[config.mk]
export PLATFORM = sky130hd
export DESIGN_NAME = fix2dec_ascii
export DESIGN_NICKNAME = d
export VERILOG_FILES = /design/src/rtl/fix2dec_ascii.sv
export SDC_FILE = /design/constraint.sdc
export NUM_CORES = 2
export LEC_CHECK = 0
export ABC_AREA = 1
export BUFFER_PORTS_ARGS = -buffer_cell sky130_fd_sc_hd__buf_2
export CORE_MARGIN = 4
export CORE_UTILIZATION = 30
export DETAILED_ROUTE_END_ITERATION = 12
export GPL_TIMING_DRIVEN = 0
export SLEW_MARGIN = 20
export SYNTH_ARGS = -nofsm -noshare
export SYNTH_HDL_FRONTEND = slang
export SYNTH_SLANG_ARGS = --single-unit
[constraint.sdc]
create_clock -name clk -period 18.3 [get_ports clk]
set_clock_uncertainty 0.2 [all_clocks]
set_input_delay 0.915 -clock clk [delete_from_list [all_inputs] [get_ports clk]]
set_output_delay 0.915 -clock clk [all_outputs]
set_load 0.1 [all_outputs]
[src/rtl/fix2dec_ascii.sv]
// fix2dec_ascii: converts a captured fixed-point value (INT_BITS integer bits,
// F = W-INT_BITS fraction bits) into an ASCII decimal string "I.DDDD...",
// streamed one byte per valid/ready beat. Fraction digits are produced by
// repeated multiply-by-10 of the fraction register.
//
// Optional feature macro: FIX2DEC_CRLF_EN appends CR LF after the last digit.
//
// Ports:
//   clk        rising-edge clock
//   rst        asynchronous active-high reset
//   start      one-cycle request; captures value when idle
//   value      W-bit fixed-point input
//   busy       high while the string is being emitted
//   out_valid  out_data holds a valid byte
//   out_ready  consumer accepts when out_valid && out_ready
//   out_data   ASCII byte
//   out_last   marks the final byte of the string
//   ovf        integer part exceeded 9 (sticky until next accepted start)
//   done       one-cycle pulse after the last byte is accepted
module fix2dec_ascii #(
   parameter int unsigned W        = 400,
   parameter int unsigned INT_BITS = 8,
   parameter int unsigned NDIGITS  = 100
) (
   input  logic         clk,
   input  logic         rst,
   input  logic         start,
   input  logic [W-1:0] value,
   output logic         busy,
   output logic         out_valid,
   input  logic         out_ready,
   output logic [7:0]   out_data,
   output logic         out_last,
   output logic         ovf,
   output logic         done
);

   localparam int unsigned F = W - INT_BITS;
   localparam logic [7:0] LastCnt = 8'(NDIGITS - 1);
   localparam logic [7:0] PenCnt  = 8'(NDIGITS - 2);

`ifdef FIX2DEC_CRLF_EN
   typedef enum logic [2:0] {StIdle, StInt, StPoint, StFrac, StCr, StLf, StFin} state_e;
   localparam bit DigitLast = 1'b0;
`else
   typedef enum logic [2:0] {StIdle, StInt, StPoint, StFrac, StFin} state_e;
   localparam bit DigitLast = 1'b1;
`endif

   state_e              state_q, state_d;
   logic [INT_BITS-1:0] int_q, int_d;
   logic [F-1:0]        frac_q, frac_d;
   logic [7:0]          cnt_q, cnt_d;
   logic [7:0]          data_q, data_d;
   logic                busy_q, busy_d;
   logic                valid_q, valid_d;
   logic                last_q, last_d;
   logic                ovf_q, ovf_d;
   logic                done_q, done_d;

   // x*10 as (x<<3)+(x<<1), widened by 4 bits so the digit lands in the top nibble
   function automatic logic [F+3:0] mul10(input logic [F-1:0] x);
      logic [F+3:0] xe;
      xe = {4'b0000, x};
      return (xe << 3) + (xe << 1);
   endfunction

   logic                hs;
   logic [F+3:0]        p_cur;
   logic [F-1:0]        frac_nx;
   logic [3:0]          dig_cur;
   logic [3:0]          dig_nx;
   logic [INT_BITS-1:0] val_int;
   logic                val_ovf;

   assign hs      = valid_q & out_ready;
   assign p_cur   = mul10(frac_q);
   assign frac_nx = p_cur[F-1:0];
   assign dig_cur = p_cur[F+3:F];
   // Digit following the one currently shown; lets out_data stay registered
   assign dig_nx  = 4'(mul10(frac_nx) >> F);
   assign val_int = value[W-1:F];
   assign val_ovf = val_int > INT_BITS'(9);

   always_comb begin
      state_d = state_q;
      int_d   = int_q;
      frac_d  = frac_q;
      cnt_d   = cnt_q;
      data_d  = data_q;
      busy_d  = busy_q;
      valid_d = valid_q;
      last_d  = last_q;
      ovf_d   = ovf_q;
      done_d  = done_q;
      unique case (state_q)
         StIdle: begin
            done_d = 1'b0;
            if (start) begin
               int_d   = val_int;
               frac_d  = value[F-1:0];
               cnt_d   = 8'd0;
               busy_d  = 1'b1;
               valid_d = 1'b1;
               last_d  = 1'b0;
               ovf_d   = val_ovf;
               data_d  = val_ovf ? 8'h3F : {4'h3, val_int[3:0]};
               state_d = StInt;
            end
         end
         StInt: begin
            if (hs) begin
               data_d  = 8'h2E;
               state_d = StPoint;
            end
         end
         StPoint: begin
            if (hs) begin
               data_d  = {4'h3, dig_cur};
               last_d  = DigitLast && (NDIGITS == 1);
               state_d = StFrac;
            end
         end
         StFrac: begin
            if (hs) begin
               frac_d = frac_nx;
               cnt_d  = cnt_q + 8'd1;
               if (cnt_q == LastCnt) begin
`ifdef FIX2DEC_CRLF_EN
                  data_d  = 8'h0D;
                  last_d  = 1'b0;
                  state_d = StCr;
`else
                  data_d  = 8'h00;
                  last_d  = 1'b0;
                  valid_d = 1'b0;
                  busy_d  = 1'b0;
                  done_d  = 1'b1;
                  state_d = StFin;
`endif
               end else begin
                  data_d = {4'h3, dig_nx};
                  last_d = DigitLast && (cnt_q == PenCnt);
               end
            end
         end
`ifdef FIX2DEC_CRLF_EN
         StCr: begin
            if (hs) begin
               data_d  = 8'h0A;
               last_d  = 1'b1;
               state_d = StLf;
            end
         end
         StLf: begin
            if (hs) begin
               data_d  = 8'h00;
               last_d  = 1'b0;
               valid_d = 1'b0;
               busy_d  = 1'b0;
               done_d  = 1'b1;
               state_d = StFin;
            end
         end
`endif
         StFin: begin
            done_d  = 1'b0;
            state_d = StIdle;
         end
         default: state_d = StIdle;
      endcase
   end

   always_ff @(posedge clk or posedge rst) begin
      if (rst) begin
         state_q <= StIdle;
         int_q   <= '0;
         frac_q  <= '0;
         cnt_q   <= 8'd0;
         data_q  <= 8'd0;
         busy_q  <= 1'b0;
         valid_q <= 1'b0;
         last_q  <= 1'b0;
         ovf_q   <= 1'b0;
         done_q  <= 1'b0;
      end else begin
         state_q <= state_d;
         int_q   <= int_d;
         frac_q  <= frac_d;
         cnt_q   <= cnt_d;
         data_q  <= data_d;
         busy_q  <= busy_d;
         valid_q <= valid_d;
         last_q  <= last_d;
         ovf_q   <= ovf_d;
         done_q  <= done_d;
      end
   end

   assign busy      = busy_q;
   assign out_valid = valid_q;
   assign out_data  = data_q;
   assign out_last  = last_q;
   assign ovf       = ovf_q;
   assign done      = done_q;

endmodule

; After elaboration in Yosys (flattened, before gate mapping)
; Index checks and enable logic that the tools add are counted.
[classes]
addsub = 3
order_cmp = 1
eq_ne = 11
n_mux = 31
bitwise_logic = 1
n_reduce_logical = 13
[op_table]
columns = operator, n
row1 = $add 395x393->396, 2
row2 = $mux 392, 2
row3 = $pmux 392 s2, 1
row4 = $mux 8, 6
row5 = $pmux 8 s4, 1
row6 = $eq 8x7->1 const B, 2
row7 = $pmux 8 s2, 1
row8 = $mux 3, 5
row9 = $pmux 3 s4, 1
row10 = $ne 2x2->1 const B, 5
row11 = $reduce_and 5->1, 2
row12 = $mux 1, 9
row13 = $add 8x1->8 const B, 1
row14 = $gt 8x4->1 const B, 1
row15 = $reduce_and 4->1, 2
row16 = $eq 3x2->1 const B, 2
row17 = $mux 6, 1
row18 = $reduce_and 3->1, 2
row19 = $mux 4, 1
row20 = $pmux 1 s2, 2
row21 = $reduce_bool 2->1, 2
row22 = $reduce_bool 4->1, 1
row23 = $eq 3x1->1 const B, 1
row24 = $eq 3x3->1 const B, 1
row25 = 6 further kinds, 6
[totals]
regBits = 415
inputBits = 404
word_cells = 68

; Logic depth before layout (Yosys ltp)
[depth]
depth_word = 5
ltp_mapped = 56

; Least setup slack after synthesis
; Ideal clock, no wire load.
[synth_path]
kind = register to register
from = reg frac_q[0]
to = reg data_q[2] (netlist: out_data[2])
setup_ps = 120
arrival_time_ps = 5194
required_ps = 17980
slack_ps = 12787
path_stages_with_launch = 50
n_path_buf = 0
synth_period_minus_slack_ps = 5513
cell_sequence = dfrtp_1 > ha_1 > fa_1 > nand2_1 > nand2_1 > nand3b_1 > nand2_2 > nand2_1 > nand3_1 > nand2_1 > and2_4 > o21ai_2 > nand2_2 > nand2_2 > nand3_2 > nand2_2 > nand2_2 > nand2_4 > [... 14 more ...] > and3_1 > a21oi_1 > nand2_1 > nand3_1 > nor2_1 > nor2_1 > nand2_1 > nand2_1 > nand2_1 > nand2_1 > nand2_1 > nand2_2 > nand2_2 > nand2_1 > nand3_1 > nand2_1 > nand2_1 > nand2_1
[synth_between]
elab_chain_len = 5
[synth_lines]
columns = element, line
row1 = "start, declared", 52  ; logic [F-1:0] frac_q, frac_d;
row2 = "start signal, assigned", 189  ; frac_q <= frac_d;
row3 = $add 395x393->396 *, 65  ; return (xe << 3) + (xe << 1);
row4 = $add 395x393->396, 65
row5 = $mux 6, 128  ; if (cnt_q == LastCnt) begin
row6 = $mux 8, 125  ; if (hs) begin
row7 = $pmux 8 s4 *, 96  ; unique case (state_q)
row8 = "end signal, assigned", 191  ; data_q <= data_d;
row9 = "end, declared", 54  ; logic [7:0] data_q, data_d;
; Every way passes the cells marked *; elsewhere a longest branch is shown, timed or not. The select of a mux whose other input is x is not followed.
; A chain may end at the register's enable or synchronous reset.

; Worst setup path after layout
[layout_path]
from = reg frac_q[0]
to = reg data_q[0] (netlist: out_data[0])
; Same word-level chain as after synthesis.

==> flow_metrics.tcl <==
set metrics [dict create \
    cap_violations 0 \
    fin_worst_hold_slack_ps 265 \
    timing.fmax_mhz 97.9 \
    cts_sinks 413 \
    crit-reg2reg-launch "frac_q[0]" \
    avgSynthCellArea_um2 5.83 \
    critPathLaunchType "flip-flop" \
    maxSlewViolCount 0 \
    start_util_pct 30.3 \
    synthMuxAreaShare_pct 0 \
    yosys.area_share.adder_pct 14.3 \
    delay_of_the_slowest_cell_on_the_worst_path_ps 570 \
    timing_worst_slew_pin_value_ps 1230 \
    antenna_found_initial 15 \
    worst-endpoint-required_ps 18790 \
    async_flop_share_pct 100 \
    worstSetupEndpointType "flip-flop" \
    run_status "complete, no violations" \
    cts_resized 0 \
    core_area_um2 226000 \
    routed_via_density 5.31 \
    crit_path_top_delay_cell "nor3_1" \
    clock_tree.htree_level_count 2 \
    grt_pass1_wl_um 509000 \
    cpLargestDelayFamily "simple AND/OR/NAND/NOR gates" \
    post-route-period-util_pct 55.8 \
    via_count 80900 \
    die_area_um2 235000 \
    drcViolationCount 0 \
    post_route_cells_drive_above_1_share_pct 7.84 \
    cts-hold-fix-buffers 1 \
    grt_remaining_overflow 0 \
    worst_skew_pair_later_pin_latency_ps 760 \
    first_global_vias 77700 \
    timing.slew.headroom_pct 17.2 \
    peakVddDrop_mv 0.0776 \
    pin_count 417 \
    main_combinational_cell_family_by_area_after_synthesis "simple AND/OR/NAND/NOR gates" \
    placement.setup.worst_slack_ps 8340 \
    critical_path.max_fanout 5 \
    hold_end "frac_q[13]" \
    hp-start "value[13]" \
    gr-usage-all-layers_pct 28.8 \
    period_minus_slack_ps 10210 \
    area_share_of_xor_xnor_cells_in_the_synthesized_design_pct 4.78 \
    die_y_um 485 \
    postLayoutCoreUtil_pct 33.9 \
    synth.largest_area_cell "dfrtp_1" \
    synth_top_cells_by_area "dfrtp_1 (15%), ha_1 (14%), nand2_1 (13%)" \
    synth_seq_area_share_pct 15.1 \
    worstRegToRegCells 48 \
    worst_setup_hold_path_clk_slew_ps 60 \
    filler_cell_count 26400 \
    p_leak_nw 34.2 \
    dp.final_hpwl_um 314000 \
    synth_compound_area_share_pct 25.2 \
    root_buffer_cell "clkbuf_16" \
    synth_cell_types 70 \
    pwr_cell_area_nw_per_um2 29.7 \
    postSynthRegisterBits 413 \
    yosys_warnings 0 \
    path_class "reg2reg" \
    rsz_0062_raised_after_global_routing "false" \
    crit_path_frequent_cell "nand2_1" \
    setup_viol 0 \
    postSynth.topFlopCell "dfrtp_1" \
    hold_path.class "in2reg" \
    rr_endpoint "out_data[0]" \
    hold-path-cell-count 3 \
    cts_bufs_inserted 57 \
    syn_to_final_growth_pct 12.1 \
    cts_buffer_depth 3 \
    core.rowCount 174 \
    critPathArrivalTime_ps 10700 \
    yosysTopAreaCellShare_pct 15.1 \
    worst-path-stages 48 \
    detailedRoute.firstPassIterationCount 6 \
    post_cts_buffers 0 \
    pin_count_of_the_biggest_net_entering_global_routing 96 \
    cell_count_after_synthesis 11700 \
    io_buffers 414 \
    timing.reg2reg.setup_slack_ps 8090 \
    hold_violations 0 \
    place.gp.congestion 1.05 \
    fp.dieW_um 485 \
    wirelength_um 355000 \
    tritoncts_clock_tree "done" \
    post_synth_edffs 0 \
    drt-wirelength-per-cell_um 23.3 \
    critical_path.n_buffers_inverters 5 \
    1st_iter_drt_viols 7025 \
    syn_area_um2 68300 \
    post_synth_and_or_nand_nor_area_fraction_pct 31.0 \
    final_net_count 13400 \
    finalWorstSetupSlack_ps 8090 \
    postRouteAntennaNets 0 \
]
-- where the power goes --
group / switching [W] / internal [W]
clock: 0.000535 / 0.000738
sequential: 0 / 0.000913
combinational: 0.0000536 / 0.0000337
total: 0.000588 / 0.00168
-- Yosys cell counts (all sizes together), types with 60 or more instances --
| library cell | instances |
|---|---|
| nand2 | 2528 |
| nor2 | 2144 |
| inv | 1557 |
| o21ai | 1443 |
| a21oi | 1354 |
| ha | 776 |
| dfrtp | 413 |
| xor2 | 260 |
| nand3 | 255 |
| clkbuf | 146 |
| nor3 | 122 |
| xnor2 | 112 |
| o21bai | 95 |
| nand4 | 81 |
| a31oi | 60 |
-- cells in the final DEF (no fill, tap or decap), types with 12 or more instances in the layout --
master,netlist,routed
o221ai_1,19,19
o21ai_0,1377,1376
nand4_1,81,81
nand3_1,243,243
nand2_1,2425,2425
nor3_1,119,119
a31oi_1,59,59
a21boi_2,12,12
nor2_1,2045,2044
clkbuf_16,0,57
clkbuf_1,146,141
o21a_1,20,20
buf_2,3,418
clkbuf_2,0,13
a21oi_1,1332,1332
a21o_1,52,52
ha_1,776,776
a211oi_1,21,21
o21ai_1,45,46
buf_1,18,18
nand2_2,95,95
nor2_2,88,89
o211ai_1,25,25
nand3_2,12,12
xnor2_1,112,112
o21ai_2,21,21
a221oi_1,12,12
xor2_1,259,259
inv_2,110,110
a21oi_2,22,22
dfrtp_1,413,413
and3_1,13,13
inv_1,1447,1446
nor4_1,45,44
o31ai_1,18,15
o21bai_1,90,90
-- cells by family (layout without fill, tap and decap cells) --
| logic type | after synthesis | in the layout |
|---|---|---|
| AO/OA/AOI/OAI | 3187 | 3187 |
| XOR/XNOR | 372 | 372 |
| adder cells (fa/ha/maj) | 777 | 777 |
| buffers and inverters | 1734 | 2267 |
| flip-flops | 413 | 413 |
| other | 1 | 13 |
| AND/OR/NAND/NOR | 5216 | 5216 |
-- per-stage QoR --
step / TNS (ps) / instance area, um^2 / total power [W] / cells
2_1_floorplan: 0 / 68300 / 0.000946 / 11700
3_3_place_gp: -108710 / 74100 / 0.00102 / 15100
3_5_place_dp: 0 / 74400 / 0.00102 / 15100
4_1_cts: 0 / 76400 / 0.00231 / 15200
5_1_grt: 0 / 76500 / 0.00234 / 15200
6_report: 0 / 76500 / 0.00227 / 15200
-- worst reg2reg max path, delay by kind of cell (launching register included) --
family          cells  cell delay (ps)
compound gates      8             2870
xor+xnor            1              300
fa+ha+maj           3             1050
buf+inv             5              380
flops               1              410
simple gates       31             4970
-- sequential cells by signal, summed over array words and instances, names as in the netlist --
| name | cells |
|---|---|
| frac_q | 392 |
| cnt_q | 8 |
| out_data | 6 |
| state_q | 3 |
| done | 1 |
| out_last | 1 |
| out_valid | 1 |
| ovf | 1 |
-- final cells by class --
class | count | area [um^2] | area share, %
well taps | 2992 | 3740 | 4.89
flip-flops and latches | 413 | 10300 | 13.5
multi-input cells | 9554 | 51400 | 67.2
clock buffers | 73 | 1570 | 2.05
clock inverters | 35 | 507 | 0.663
repair buffers | 425 | 2330 | 3.05
inverters | 1559 | 5860 | 7.66
diodes | 11 | 27.5 | 0.0360
plain buffers | 175 | 721 | 0.942
-- worst max-delay path by stage --
stage / start / end / slack (ps)
after floorplan: rst / cnt_q[0] / 5690
after global placement: rst / frac_q[216] / -430
after detailed placement: frac_q[0] / out_data[0] / 8340
after CTS: frac_q[0] / out_data[0] / 8300
after global routing: frac_q[0] / out_data[0] / 7860
final: frac_q[0] / out_data[0] / 8090
-- per-layer routing --
metal / part of all wire, % / vias up / GRT usage (%)
met5: 0.0096 / - / 0
met4: 5.9 / 6 / 14.1
met3: 6.7 / 586 / 3.45
met2: 42 / 2923 / 44.8
met1: 45 / 37700 / 39.4
li1: - / 39700 / -
(Power assumes the default switching activity.)
